$ cat src/rtl/rv32i_multicycle_controller_pkg.sv
// Shared encodings for the multicycle RV32I core: ALU op codes, datapath mux
// selects, controller states and instruction field constants.
package alu_types;
   typedef enum logic [3:0] {
      ALU_ADD  = 4'd0,
      ALU_SUB  = 4'd1,
      ALU_SLL  = 4'd2,
      ALU_SLT  = 4'd3,
      ALU_SLTU = 4'd4,
      ALU_XOR  = 4'd5,
      ALU_SRL  = 4'd6,
      ALU_SRA  = 4'd7,
      ALU_OR   = 4'd8,
      ALU_AND  = 4'd9
   } alu_control_t;
endpackage

package rv32i_defines;
   localparam logic [31:0] PC_START_ADDRESS = 32'h0000_0000;

   typedef enum logic [1:0] {
      SRC_A_PC     = 2'd0,
      SRC_A_PC_OLD = 2'd1,
      SRC_A_RA     = 2'd2,
      SRC_A_ZERO   = 2'd3
   } alu_src_a_t;

   typedef enum logic [1:0] {
      SRC_B_4   = 2'd0,
      SRC_B_IMM = 2'd1,
      SRC_B_RB  = 2'd2
   } alu_src_b_t;

   typedef enum logic [1:0] {
      RES_ALU      = 2'd0,
      RES_MEM_DATA = 2'd1,
      RES_ALU_LAST = 2'd2
   } result_src_t;

   typedef enum logic {
      ADR_PC       = 1'b0,
      ADR_ALU_LAST = 1'b1
   } mem_adr_src_t;

   typedef enum logic [2:0] {
      IMM_I = 3'd0,
      IMM_S = 3'd1,
      IMM_B = 3'd2,
      IMM_J = 3'd3,
      IMM_U = 3'd4
   } imm_src_t;

   typedef enum logic [3:0] {
      S_FETCH     = 4'h0,
      S_DECODE    = 4'h1,
      S_MEMADR    = 4'h2,
      S_MEMREAD   = 4'h3,
      S_MEMWB     = 4'h4,
      S_MEMWRITE  = 4'h5,
      S_EXECUTER  = 4'h6,
      S_EXECUTEI  = 4'h7,
      S_ALUWB     = 4'h8,
      S_JAL       = 4'h9,
      S_JALR      = 4'hA,
      S_JALR_JUMP = 4'hB,
      S_BRANCH    = 4'hC,
      S_LUI       = 4'hD,
      S_AUIPC     = 4'hE,
      S_ERROR     = 4'hF
   } statetype;

   localparam logic [6:0] OP_LOAD   = 7'b0000011;
   localparam logic [6:0] OP_STORE  = 7'b0100011;
   localparam logic [6:0] OP_RTYPE  = 7'b0110011;
   localparam logic [6:0] OP_ITYPE  = 7'b0010011;
   localparam logic [6:0] OP_JAL    = 7'b1101111;
   localparam logic [6:0] OP_JALR   = 7'b1100111;
   localparam logic [6:0] OP_BRANCH = 7'b1100011;
   localparam logic [6:0] OP_LUI    = 7'b0110111;
   localparam logic [6:0] OP_AUIPC  = 7'b0010111;

   localparam logic [2:0] F3_ADD  = 3'b000;
   localparam logic [2:0] F3_SLL  = 3'b001;
   localparam logic [2:0] F3_SLT  = 3'b010;
   localparam logic [2:0] F3_SLTU = 3'b011;
   localparam logic [2:0] F3_XOR  = 3'b100;
   localparam logic [2:0] F3_SR   = 3'b101;
   localparam logic [2:0] F3_OR   = 3'b110;
   localparam logic [2:0] F3_AND  = 3'b111;

   localparam logic [2:0] F3_BEQ  = 3'b000;
   localparam logic [2:0] F3_BNE  = 3'b001;
   localparam logic [2:0] F3_BLT  = 3'b100;
   localparam logic [2:0] F3_BGE  = 3'b101;
   localparam logic [2:0] F3_BLTU = 3'b110;
   localparam logic [2:0] F3_BGEU = 3'b111;

   // funct3 010/011 have no branch meaning in RV32I
   function automatic logic branch_f3_valid(input logic [2:0] f3);
      return f3[2:1] != 2'b01;
   endfunction
endpackage

$ cat src/rtl/rv32i_multicycle_controller_alu_decoder.sv
// ALU operation decoder for R-type and I-type arithmetic instructions.
module rv32i_alu_decoder
   import alu_types::*;
   import rv32i_defines::*;
(
   input  logic [2:0]   funct3,
   input  logic         funct7_5,
   input  logic         is_rtype,
   output alu_control_t alu_control
);

   always_comb begin
      alu_control = ALU_ADD;
      case (funct3)
         // instr[30] is part of the immediate for addi, so only R-type may pick SUB
         F3_ADD:  alu_control = (is_rtype && funct7_5) ? ALU_SUB : ALU_ADD;
         F3_SLL:  alu_control = ALU_SLL;
         F3_SLT:  alu_control = ALU_SLT;
         F3_SLTU: alu_control = ALU_SLTU;
         F3_XOR:  alu_control = ALU_XOR;
         F3_SR:   alu_control = funct7_5 ? ALU_SRA : ALU_SRL;
         F3_OR:   alu_control = ALU_OR;
         F3_AND:  alu_control = ALU_AND;
         default: alu_control = ALU_ADD;
      endcase
   end

endmodule

$ cat src/rtl/rv32i_multicycle_controller.sv
// Main control FSM for the multicycle RV32I core: one Moore state register,
// all datapath selects and write enables decoded from state and instr.
module rv32i_multicycle_controller
   import alu_types::*;
   import rv32i_defines::*;
(
   input  logic         clk,
   input  logic         rst,
   input  logic         ena,
   input  logic [31:0]  instr,
   input  logic         equal,
   input  logic         alu_lsb,
   output logic         pc_ena,
   output logic         ir_ena,
   output logic         mem_data_ena,
   output logic         mem_wr_ena,
   output logic         reg_write,
   output mem_adr_src_t mem_adr_src,
   output alu_src_a_t   alu_src_a,
   output alu_src_b_t   alu_src_b,
   output alu_control_t alu_control,
   output result_src_t  result_src,
   output imm_src_t     imm_src,
   output logic         illegal
);

   statetype     state, next_state;
   logic [6:0]   opcode;
   logic [2:0]   funct3;
   alu_control_t alu_dec_ctl;
   alu_control_t br_ctl;
   logic         br_taken;
   logic         pc_ena_raw, ir_ena_raw, mem_data_ena_raw, mem_wr_ena_raw, reg_write_raw;
   logic         wr_gate;
   logic         unused_instr_bits;

   assign opcode            = instr[6:0];
   assign funct3            = instr[14:12];
   assign unused_instr_bits = ^{instr[31], instr[29:15], instr[11:7]};

   rv32i_alu_decoder u_alu_dec (
      .funct3      (funct3),
      .funct7_5    (instr[30]),
      .is_rtype    (opcode == OP_RTYPE),
      .alu_control (alu_dec_ctl)
   );

   always_ff @(posedge clk or posedge rst) begin
      if (rst)      state <= S_FETCH;
      else if (ena) state <= next_state;
   end

   always_comb begin
      br_ctl   = ALU_SUB;
      br_taken = equal;
      case (funct3)
         F3_BEQ:  begin br_ctl = ALU_SUB;  br_taken = equal;    end
         F3_BNE:  begin br_ctl = ALU_SUB;  br_taken = ~equal;   end
         F3_BLT:  begin br_ctl = ALU_SLT;  br_taken = alu_lsb;  end
         F3_BGE:  begin br_ctl = ALU_SLT;  br_taken = ~alu_lsb; end
         F3_BLTU: begin br_ctl = ALU_SLTU; br_taken = alu_lsb;  end
         F3_BGEU: begin br_ctl = ALU_SLTU; br_taken = ~alu_lsb; end
         default: begin br_ctl = ALU_SUB;  br_taken = 1'b0;     end
      endcase
   end

   always_comb begin
      imm_src = IMM_I;
      case (opcode)
         OP_STORE:         imm_src = IMM_S;
         OP_BRANCH:        imm_src = IMM_B;
         OP_JAL:           imm_src = IMM_J;
         OP_LUI, OP_AUIPC: imm_src = IMM_U;
         default:          imm_src = IMM_I;
      endcase
   end

   always_comb begin
      next_state       = state;
      pc_ena_raw       = 1'b0;
      ir_ena_raw       = 1'b0;
      mem_data_ena_raw = 1'b0;
      mem_wr_ena_raw   = 1'b0;
      reg_write_raw    = 1'b0;
      mem_adr_src      = ADR_PC;
      alu_src_a        = SRC_A_PC;
      alu_src_b        = SRC_B_4;
      alu_control      = ALU_ADD;
      result_src       = RES_ALU;
      illegal          = 1'b0;
      case (state)
         S_FETCH: begin
            ir_ena_raw = 1'b1;
            pc_ena_raw = 1'b1;
            next_state = S_DECODE;
         end
         // branch/jal target is computed here and parked in alu_last
         S_DECODE: begin
            alu_src_a = SRC_A_PC_OLD;
            alu_src_b = SRC_B_IMM;
            case (opcode)
               OP_LOAD, OP_STORE: next_state = S_MEMADR;
               OP_RTYPE:          next_state = S_EXECUTER;
               OP_ITYPE:          next_state = S_EXECUTEI;
               OP_JAL:            next_state = S_JAL;
               OP_JALR:           next_state = S_JALR;
               OP_BRANCH:         next_state = branch_f3_valid(funct3) ? S_BRANCH : S_ERROR;
               OP_LUI:            next_state = S_LUI;
               OP_AUIPC:          next_state = S_AUIPC;
               default:           next_state = S_ERROR;
            endcase
         end
         S_MEMADR: begin
            alu_src_a  = SRC_A_RA;
            alu_src_b  = SRC_B_IMM;
            next_state = opcode[5] ? S_MEMWRITE : S_MEMREAD;
         end
         S_MEMREAD: begin
            mem_adr_src      = ADR_ALU_LAST;
            mem_data_ena_raw = 1'b1;
            next_state       = S_MEMWB;
         end
         S_MEMWB: begin
            result_src    = RES_MEM_DATA;
            reg_write_raw = 1'b1;
            next_state    = S_FETCH;
         end
         S_MEMWRITE: begin
            mem_adr_src    = ADR_ALU_LAST;
            mem_wr_ena_raw = 1'b1;
            next_state     = S_FETCH;
         end
         S_EXECUTER: begin
            alu_src_a   = SRC_A_RA;
            alu_src_b   = SRC_B_RB;
            alu_control = alu_dec_ctl;
            next_state  = S_ALUWB;
         end
         S_EXECUTEI: begin
            alu_src_a   = SRC_A_RA;
            alu_src_b   = SRC_B_IMM;
            alu_control = alu_dec_ctl;
            next_state  = S_ALUWB;
         end
         S_ALUWB: begin
            result_src    = RES_ALU_LAST;
            reg_write_raw = 1'b1;
            next_state    = S_FETCH;
         end
         // PC takes the DECODE target while the ALU forms the link for ALUWB
         S_JAL: begin
            alu_src_a  = SRC_A_PC_OLD;
            result_src = RES_ALU_LAST;
            pc_ena_raw = 1'b1;
            next_state = S_ALUWB;
         end
         S_JALR: begin
            alu_src_a     = SRC_A_PC_OLD;
            reg_write_raw = 1'b1;
            next_state    = S_JALR_JUMP;
         end
         S_JALR_JUMP: begin
            alu_src_a  = SRC_A_RA;
            alu_src_b  = SRC_B_IMM;
            pc_ena_raw = 1'b1;
            next_state = S_FETCH;
         end
         S_BRANCH: begin
            alu_src_a   = SRC_A_RA;
            alu_src_b   = SRC_B_RB;
            alu_control = br_ctl;
            result_src  = RES_ALU_LAST;
            pc_ena_raw  = br_taken;
            next_state  = S_FETCH;
         end
         S_LUI: begin
            alu_src_a  = SRC_A_ZERO;
            alu_src_b  = SRC_B_IMM;
            next_state = S_ALUWB;
         end
         S_AUIPC: begin
            alu_src_a  = SRC_A_PC_OLD;
            alu_src_b  = SRC_B_IMM;
            next_state = S_ALUWB;
         end
         default: begin
            illegal    = 1'b1;
            next_state = S_ERROR;
         end
      endcase
   end

   // reset gates combinationally so a store in flight is killed the same cycle
   assign wr_gate      = ena & ~rst;
   assign pc_ena       = wr_gate & pc_ena_raw;
   assign ir_ena       = wr_gate & ir_ena_raw;
   assign mem_data_ena = wr_gate & mem_data_ena_raw;
   assign mem_wr_ena   = wr_gate & mem_wr_ena_raw;
   assign reg_write    = wr_gate & reg_write_raw;

endmodule

$ cat config.mk
export PLATFORM = sky130hd
export DESIGN_NAME = rv32i_multicycle_controller
export DESIGN_NICKNAME = d
export VERILOG_FILES = /design/src/rtl/rv32i_multicycle_controller_pkg.sv /design/src/rtl/rv32i_multicycle_controller_alu_decoder.sv /design/src/rtl/rv32i_multicycle_controller.sv
export SDC_FILE = /design/constraint.sdc
export NUM_CORES = 1
export LEC_CHECK = 0
export ABC_AREA = 1
export CAP_MARGIN = 25
export CORE_AREA = 5 5 53 55
export CTS_BUF_LIST = sky130_fd_sc_hd__clkbuf_8
export DETAILED_ROUTE_END_ITERATION = 16
export DIE_AREA = 0 0 58 60
export GPL_ROUTABILITY_DRIVEN = 0
export PLACE_DENSITY = 0.8
export SYNTH_ARGS = -nofsm -noshare
export SYNTH_HDL_FRONTEND = slang
export SYNTH_SLANG_ARGS = --single-unit
$ cat constraint.sdc
create_clock -name clk -period 1.95 [get_ports clk]
set_input_delay 0.585 -clock clk [delete_from_list [all_inputs] [get_ports clk]]
set_output_delay 0.585 -clock clk [all_outputs]
set_load 0.01 [all_outputs]
==> flow_summary.toml <==
[run_status]
outcome = "finished with violations"
violations = "negative setup slack"

[place]
io_buffers = 35
dp_cells = 261
post-dp-hpwl_mm = 2.13

[clock_network]
cts_tree = "done"
cts_buffer_depth = 2
htree_levels = 1
cts_root_buf = "clkbuf_8"
numCtsBuffers = 3
clock_latency_ps = 220
cts.sinks = 4
clk_pin_slew_ps = 30

[power_and_ir_drop]
net-switching-power_w = 0.000860
pwr-share-comb_pct = 78.0
clkPwrFrac_pct = 9.7
p_leak_nw = 0.997
peakVddDrop_mv = 1.19
p_sw_share_pct = 47.9
p_int_w = 0.000936
cellPowerDensity_nw_per_um2 = 1020
sequentialPowerShare_pct = 12.3

[worst_setup_path]
critical_path_class = "reg -> out"
crit_required_ps = 1360
cp_slowest_cell = "dfrtp_2"
crit_chain = "inv_4 -> nor2_4 -> nand2_2 -> o21ai_1 -> or3b_1 -> buf_2"
reg2reg_from = "state[0]$_DFFE_PP0P_"
reg2reg_depth = 8
r2r-end = "state[0]$_DFFE_PP0P_"
cpPeakStageDelay_ps = 450
arrival_ps = 1540
worstPathMaxFanout = 5
start_kind = "flip-flop"
end_kind = "primary output"
ff2ff_setup_slack_ps = 400
crit_path_start = "state[1]$_DFFE_PP0P_"

[sta]
finalCritPeriodShare_pct = 109
hold_viol_final = 0
fin_setup_tns_ps = -1220
setup_viol = 12
drv_slew = 0
clock-skew-final_ps = 3.74
setup_ws_ps = -176
fmax_mhz = 470
slew_headroom_pct = 83.5
worstMarginPinSlew_ps = 247
timing.hold.ws_ps = 475
rsz0062_at_grt = "yes"
period_minus_slack_ps = 2130

[synthesis]
synthTopCellsByArea = "nand2_1 26%, nor2_1 18%, inv_1 13%"
yosys.area_share.simple_pct = 56.8
synth_compound_area_share_pct = 13.7
syn_area_per_cell_sq_um = 4.78
synth_nets = 196
synth_top_family_by_area = "simple AND/OR/NAND/NOR gates"
async_reset_ff_share_pct = 100
synth.distinct_cells = 19
synth_top_cell_by_area = "nand2_1"
synth_common_cells = "52 x nand2_1, 36 x nor2_1, 27 x inv_1"
synth_top_area_share_pct = 25.7
syn-cell-area_sq_um = 759
synth-main-ff-cell = "dfrtp_1"
yosysWarnings = 0
synth_edf_count = 0
synthMuxAreaShare_pct = 0
yosysMostFrequentCell = "nand2_1"
synth-seq-cells = 4
synth-xor-area-share_pct = 0
yosysSeqAreaShare_pct = 13.2
postSynthCellCount = 159
synthAdderAreaFrac_pct = 0

[hold_path]
min-delay-path-class = "in -> async"

[layout]
largest_register_ffs = 4
multi_input_area_sq_um = 728
top_register = "state"
drive_gt1_share_pct = 59.8
final_util_pct = 75.0
fin_cells = 289
final_nets = 298
fill_cells = 168
syn_to_final_growth_pct = 131
top_regs = "state (4)"
regArea_sq_um = 105
diodes = 0

[global_routing]
antenna_found_initial = 0
grt_pass1_wl_mm = 5.91
grt_pass1_vias = 1403
overflow = 0
grtUsageTotal_pct = 21.3
grt_max_degree = 8

[floorplanning]
die_y_microns = 60
start_util_pct = 32.4
rows = 18
die_x_microns = 58
core_sq_um = 2340
io_pins = 57
dieArea_sq_um = 3480

[route]
dr_total_vias = 1530
wl_per_cell_microns = 14.5
drc = 0
firstDrtPassIters = 4
drt_iter0_drc = 83
drtAntennaViolNets = 0
vias_per_cell = 5.29
wl_mm = 4.20

[run]
cap_violations = 0
## power groups by stage
| stage | Combinational, W | Clock [W] | Sequential (W) |
|---|---|---|---|
| after CTS | 0.00117 | 0.000178 | 0.000201 |
| after global placement | 0.00101 | 0 | 0.000179 |
| after floorplan | 0.000485 | 0 | 0.000152 |
| after detailed placement | 0.00103 | 0 | 0.000180 |
| final | 0.00140 | 0.000174 | 0.000220 |
| after global routing | 0.00149 | 0.000188 | 0.000227 |
## layout make-up
type | count | area share [%]
Clock buffer | 3 | 2.35
Inverter | 30 | 6.70
Multi-Input combinational cell | 124 | 41.5
Sequential cell | 4 | 5.98
Tap cell | 30 | 2.14
Timing Repair Buffer | 98 | 41.4
## cell families after synthesis
kind of cell,after synthesis
AND/OR/NAND/NOR,105
buffers and inverters,31
flip-flops,4
AO/OA/AOI/OAI,19
## critical path, delay by kind of cell (launching register included)
kind                   cells  cell delay (ps)
AOI/OAI and AO/OA          1               90
buffers and inverters      2              270
DFF                        1              450
and+or+nand+nor            3              510
## how the worst max path moves through the flow
stage | to | slack [ps] | cells past startpoint
floorplan | alu_control[1] | 140 | 6
global placement | alu_control[1] | -850 | 8
detailed placement | alu_control[0] | -890 | 9
CTS | alu_src_a[0] | -150 | 6
global route | alu_src_b[0] | -250 | 7
finish | alu_src_a[0] | -180 | 6
## stage by stage
step                power [W]  setup slack, ps  area (sq um)
detailed placement    0.00121             -890          1420
global route          0.00191             -248          1760
finish                0.00180             -176          1760
floorplan            0.000637              145           759
CTS                   0.00155             -153          1620
global placement      0.00119             -850          1420
## layer usage
layer,share of wire [%],up-vias,track usage [%]
met5,0,-,0
met1,37,697,23.4
met3,7.6,35,1.51
met4,5.9,0,11.6
met2,49,103,40.5
li1,-,695,-
## repair_timing
item                                    in CTS  in global routing
pin swaps                                   29                 13
hold buffers                                 0                  0
cloned                                       0                  0
endpoints found under the setup margin      20                 22
setup buffers                               21                  6
resized for setup                          159                 45
## layout by cell type (no fill, tap or decap)
| master | netlist | layout |
|---|---|---|
| nand2_4 | 1 | 3 |
| nand3_1 | 7 | 4 |
| dfrtp_2 | 0 | 4 |
| nor3_1 | 3 | 1 |
| clkbuf_2 | 0 | 3 |
| nand2_2 | 1 | 9 |
| a21oi_1 | 9 | 6 |
| nor3_2 | 0 | 2 |
| clkdlybuf4s15_1 | 0 | 1 |
| o21ai_0 | 4 | 1 |
| clkbuf_8 | 0 | 3 |
| a31oi_1 | 2 | 1 |
| nand3_2 | 0 | 1 |
| buf_2 | 0 | 20 |
| a31oi_4 | 0 | 1 |
| inv_4 | 0 | 2 |
| nor2_1 | 36 | 20 |
| o21ai_1 | 1 | 4 |
| o22ai_2 | 0 | 1 |
| inv_1 | 27 | 15 |
| nor2_4 | 0 | 9 |
| inv_2 | 3 | 13 |
| buf_4 | 0 | 58 |
| nand3_4 | 0 | 2 |
| o211ai_1 | 2 | 2 |
| nand4_1 | 2 | 2 |
| or3b_1 | 1 | 1 |
| dlymetal6s2s_1 | 0 | 1 |
| clkbuf_4 | 0 | 2 |
| buf_6 | 1 | 9 |
| a21oi_2 | 0 | 3 |
| nor2_2 | 2 | 9 |
| clkdlybuf4s15_2 | 0 | 1 |
| nand2_1 | 52 | 42 |
| dlygate4sd2_1 | 0 | 3 |
(Power assumes the default switching activity.)
